**src/rtl/instr_fetch_queue.sv**
```systemverilog
// Fetch stage: owns the fetch PC, issues word reads to instruction memory and
// buffers returned words with their PCs in an in-order queue feeding decode.
module instr_fetch_queue #(
  parameter int          QDEPTH   = 2,
  parameter logic [31:0] RESET_PC = 32'h0000_0000
) (
  input  logic        clk,
  input  logic        reset,
  output logic        imem_req,
  output logic [31:0] imem_addr,
  input  logic        imem_ready,
  input  logic [31:0] imem_rdata,
  output logic [31:0] Instr,
  output logic [31:0] InstrPC,
  output logic [31:0] PCPlus8,
  output logic        InstrValid,
  input  logic        stall,
  input  logic        PCSrc,
  input  logic [31:0] BranchTarget
);
  localparam int            PW   = (QDEPTH > 1) ? $clog2(QDEPTH) : 1;
  localparam int            CW   = PW + 1;
  localparam logic [CW-1:0] FULL = CW'(QDEPTH);

  logic [31:0]   fpc_p0;
  logic [PW-1:0] rd_ptr;
  logic [PW-1:0] wr_ptr;
  logic [CW-1:0] count;
  logic [31:0]   instr_q_p1 [QDEPTH];
  logic [31:0]   pc_q_p1    [QDEPTH];
  logic [31:0]   hold_instr_p1;
  logic [31:0]   hold_pc_p1;

  logic head_vld;
  logic accept;
  logic push;
  logic pop;
  logic flush;

  assign head_vld   = (count != '0);
  assign imem_req   = !reset && (count < FULL);
  assign imem_addr  = fpc_p0 & 32'hFFFF_FFFC;
  assign accept     = imem_req && imem_ready;
  assign InstrValid = head_vld && !reset;
  assign pop        = InstrValid && !stall;
  assign flush      = pop && PCSrc;
  // A redirect discards whatever word arrives in the same cycle.
  assign push       = accept && !flush;

  // Head outputs fall back to the last consumed entry once the queue drains.
  always_comb begin
    Instr   = '0;
    InstrPC = '0;
    if (!reset) begin
      if (head_vld) begin
        Instr   = instr_q_p1[rd_ptr];
        InstrPC = pc_q_p1[rd_ptr];
      end else begin
        Instr   = hold_instr_p1;
        InstrPC = hold_pc_p1;
      end
    end
  end

  assign PCPlus8 = InstrPC + 32'd8;

  // ---- p0: fetch PC, pointers and occupancy ----
  always_ff @(posedge clk) begin
    if (reset) begin
      fpc_p0 <= RESET_PC;
      rd_ptr <= '0;
      wr_ptr <= '0;
      count  <= '0;
    end else if (flush) begin
      fpc_p0 <= BranchTarget & 32'hFFFF_FFFC;
      rd_ptr <= '0;
      wr_ptr <= '0;
      count  <= '0;
    end else begin
      if (accept) begin
        wr_ptr <= wr_ptr + PW'(1);
        fpc_p0 <= fpc_p0 + 32'd4;
      end
      if (pop) begin
        rd_ptr <= rd_ptr + PW'(1);
      end
      case ({accept, pop})
        2'b10:   count <= count + CW'(1);
        2'b01:   count <= count - CW'(1);
        default: count <= count;
      endcase
    end
  end

  // ---- p1: queue storage ----
  always_ff @(posedge clk) begin
    if (push) begin
      instr_q_p1[wr_ptr] <= imem_rdata;
      pc_q_p1[wr_ptr]    <= imem_addr;
    end
  end

  always_ff @(posedge clk) begin
    if (reset) begin
      hold_instr_p1 <= '0;
      hold_pc_p1    <= '0;
    end else if (pop) begin
      hold_instr_p1 <= instr_q_p1[rd_ptr];
      hold_pc_p1    <= pc_q_p1[rd_ptr];
    end
  end

endmodule

```
**config.mk**
```make
export PLATFORM = sky130hd
export DESIGN_NAME = instr_fetch_queue
export DESIGN_NICKNAME = d
export VERILOG_FILES = /design/src/rtl/instr_fetch_queue.sv
export SDC_FILE = /design/constraint.sdc
export NUM_CORES = 1
export LEC_CHECK = 0
export ABC_AREA = 1
export BUFFER_PORTS_ARGS = -buffer_cell sky130_fd_sc_hd__buf_2
export CORE_MARGIN = 5
export CORE_UTILIZATION = 45
export DETAILED_ROUTE_END_ITERATION = 16
export PLACE_DENSITY = 0.67
export SYNTH_ARGS = -nofsm -noshare
export SYNTH_HDL_FRONTEND = slang
export SYNTH_SLANG_ARGS = --single-unit
export TNS_END_PERCENT = 30
```
**constraint.sdc**
```tcl
create_clock -name clk -period 4.4 [get_ports clk]
set_input_delay 0.88 -clock clk [delete_from_list [all_inputs] [get_ports clk]]
set_output_delay 0.88 -clock clk [all_outputs]
set_load 0.05 [all_outputs]
```
==> flow_summary_export.csv <==
group,metric,value,unit
finish,final_net_count,1657,
cts,htree_levels,1,
critical_path,end_kind,"output pin",
min_path,worstHoldPathType,"flip-flop to flip-flop",
critical_path,max_stage_delay,0.61,ns
critical_path,critPathRequiredTime,3.52,ns
floorplanning,die_w,166.3,µm
routing,vias,9549,
synth,syn_avg_cell_area,7.773,µm²
routing,drtIter0Drc,706,
routing,met2_length,13.64,mm
cts,hold_buffers,0,
finish,drive_above_1_share,0.1835,
timing,setup_slack,0.4345,ns
routing,ant_nets,0,
timing,tightest_slew,0.8845,ns
routing,top_layer_used,"met5",
cts,cts.sinks,221,
cts,cts_tree,"done",
critical_path,cp_data_arrival_time,3.09,ns
floorplanning,placeableCoreArea,0.02418,mm²
critical_path,startpoint_type,"flip-flop",
synth,yosysSeqAreaShare,0.5155,
place,portBuffers,190,
synth,synth_seq_cells,221,
floorplanning,start_util,0.4546,
finish,area.growth.synth_to_final,17.85,%
timing,setup_viol,0,
place,gp_congestion,0.9214,
critical_path,crit_path_top_delay_cell,"nor2_4",
global_routing,antenna_found_initial,2,
cts,cts_buffers,23,
cts,cts.path.max_buffers,3,
cts,postCtsSetupBuffers,0,
timing,tns,0,ns
power_and_ir_drop,power.density,414.0,mW/mm²
routing,viasPerCell,4.955,
routing,wl_met3,1.867,mm
finish,fillCellCount,2272,
routing,wirelength,29.66,mm
cts,insertion_delay,0.51,ns
global_routing,gr-total-overflow,0,
timing,period_share,0.9012,
routing,drc_errors,0,
routing,drtPass1Iterations,5,
timing,finalMaxSlewViolations,0,
cts,post_cts_resized,0,
critical_path,worst-path-max-fanout,32,
global_routing,grt_pass1_wl,46.97,mm
synth,syn-cell-area,0.01099,mm²
routing,drt-met1-wl,13.72,mm
cts,cts_root_buffer,"clkbuf_16",
floorplanning,die-height,166.3,µm
power_and_ir_drop,leakage,5.523,nW
critical_path,crit_chain,"nor2_4 > nor2_1 > a21oi_2 > ha_1 > nand3_4 > nor2_2 > nand2_1 > xor2_1 > buf_2",
timing,finalCriticalPeriod,3.965,ns
finish,final_common_cell,"nand2_1",
global_routing,grt_max_degree,99,
floorplanning,die-area,0.02765,mm²
timing,fmaxAchievable,252.2,MHz
place,post-dp-hpwl,21.28,mm
synth,yosysWarnings,0,
timing,skew,0.01088,ns
synth,synthCells,1414,
power_and_ir_drop,vdd_drop_max,0.0002593,V
place,pre_cts_ws,0.6600,ns
global_routing,grt_use_total,0.2064,
global_routing,grt_pass1_vias,8660,
flow_run,cap_violations,0,
cts,clk_pin_slew_worst_paths,0.06,ns
finish,most-common-layout-cells,"nand2_1 (519), buf_2 (190), nor2_1 (159)",
outcome,status,"finished clean",
timing,rsz0062_at_grt,"false",
timing,slew_headroom,0.4104,
routing,detail_route.wl_per_cell,15.39,µm
floorplanning,num_rows,57,
floorplanning,io_pins,199,
timing,hold_viol_final,0,
critical_path,setup.worst_path.class,"flip-flop to output pin",
synth,synth.distinct_cells,38,
-- power by group --
part	switching (W)	internal, W
Clock	0.000783	0.00119
Sequential	0.0000356	0.00227
Combinational	0.000845	0.000244
-- flip-flops by register name, indices dropped and copies added (netlist names), named ones only --
register,cells
rd_ptr,1
count,2
hold_instr_p1,32
instr_q_p1,64
pc_q_p1,60
fpc_p0,30
wr_ptr,1
hold_pc_p1,30
-- metrics by stage --
| step | total power (W) | std cells | cell area [µm²] | hold slack (ns) | util |
|---|---|---|---|---|---|
| after detailed placement | 0.003437 | 1884 | 12180 | 0.4410 | 0.5036 |
| after CTS | 0.005406 | 1926 | 12950 | 0.4512 | 0.5356 |
| after floorplan | 0.003166 | 1419 | 11010 | 0.4268 | - |
| final | 0.005362 | 1927 | 12950 | 0.4512 | 0.5357 |
| after global placement | 0.003425 | 1884 | 12180 | 0.4364 | 0.5036 |
| after global routing | 0.005582 | 1927 | 12950 | 0.4623 | 0.5357 |
-- area by class of cell --
| cell class | count | area [µm²] | share of cell area |
|---|---|---|---|
| sequential | 221 | 5667 | 0.4375 |
| multi-input combinational | 1020 | 4541 | 0.3506 |
| timing repair buffer | 210 | 1151 | 0.08887 |
| clock buffer | 29 | 628.1 | 0.04849 |
| inverter | 109 | 411.6 | 0.03178 |
| tap | 324 | 405.4 | 0.03130 |
| clock inverter | 13 | 146.4 | 0.01130 |
| antenna | 1 | 2.502 | 0.0001932 |
-- per-layer routing --
| metal | vias up | track usage |
|---|---|---|
| met5 | - | 0 |
| met4 | 2 | 0.04127 |
| met3 | 31 | 0.03309 |
| met2 | 274 | 0.3329 |
| met1 | 4359 | 0.2976 |
| li1 | 4883 | - |
-- final timing paths --
| path | depth (start not counted) | slack [ns] | startpoint | endpoint |
|---|---|---|---|---|
| min reg2reg | 2 | 0.45 | hold_pc_p1[26] | hold_pc_p1[26] |
| max | 9 | 0.43 | count[1] | PCPlus8[19] |
| min | 2 | 0.45 | hold_pc_p1[26] | hold_pc_p1[26] |
| max reg2reg | 9 | 1.12 | count[0] | hold_pc_p1[5] |
-- worst max-delay path, delay by kind of cell (launching register included) --
kind / cells / cell delay [ns]
AND/OR/NAND/NOR: 5 / 1.26
adder cells (fa/ha/maj): 1 / 0.33
XOR/XNOR: 1 / 0.16
AO/OA/AOI/OAI: 1 / 0.17
flip-flops: 1 / 0.36
buffers and inverters: 1 / 0.29
-- cell usage after synthesis --
cell type,count,area [µm²]
ha_1,3,37.54
o21a_1,1,7.510
nor2_4,6,67.56
a21oi_2,1,8.760
nor2_8,1,20.02
buf_2,22,110.1
nand3_1,58,290.3
nand3_4,2,35.03
xor2_1,23,201.4
nor3_1,11,55.05
edfxtp_1,124,3724
nand2_1,519,1948
nand2_4,1,11.26
buf_4,14,105.1
nor2_1,159,596.8
o21bai_1,2,15.01
inv_4,1,6.260
xnor2_1,3,26.28
a211oi_1,1,7.510
nand4_1,9,56.30
conb_1,1,3.750
a31oi_1,7,43.79
o21ai_1,6,30.03
inv_1,102,382.9
a21oi_1,69,345.3
buf_6,7,78.83
and2_1,1,6.260
o22ai_1,1,6.260
or2_2,1,6.260
clkinv_1,3,11.26
clkbuf_1,20,75.07
nor2_2,26,162.7
inv_2,3,11.26
buf_1,6,22.52
o211ai_1,5,37.54
o21ai_0,94,470.5
dfxtp_1,97,1942
nand2_2,4,25.02
-- cells by family after synthesis --
group / Yosys count / synth area share
and+or+nand+nor: 798 / 0.2985
DFF: 221 / 0.5155
AOI/OAI and AO/OA: 187 / 0.08846
buffers and inverters: 178 / 0.07309
xor gates and xnor gates: 26 / 0.02072
adders and majority gates: 3 / 0.003416
other: 1 / 0.0003412
(Power assumes the default switching activity.)
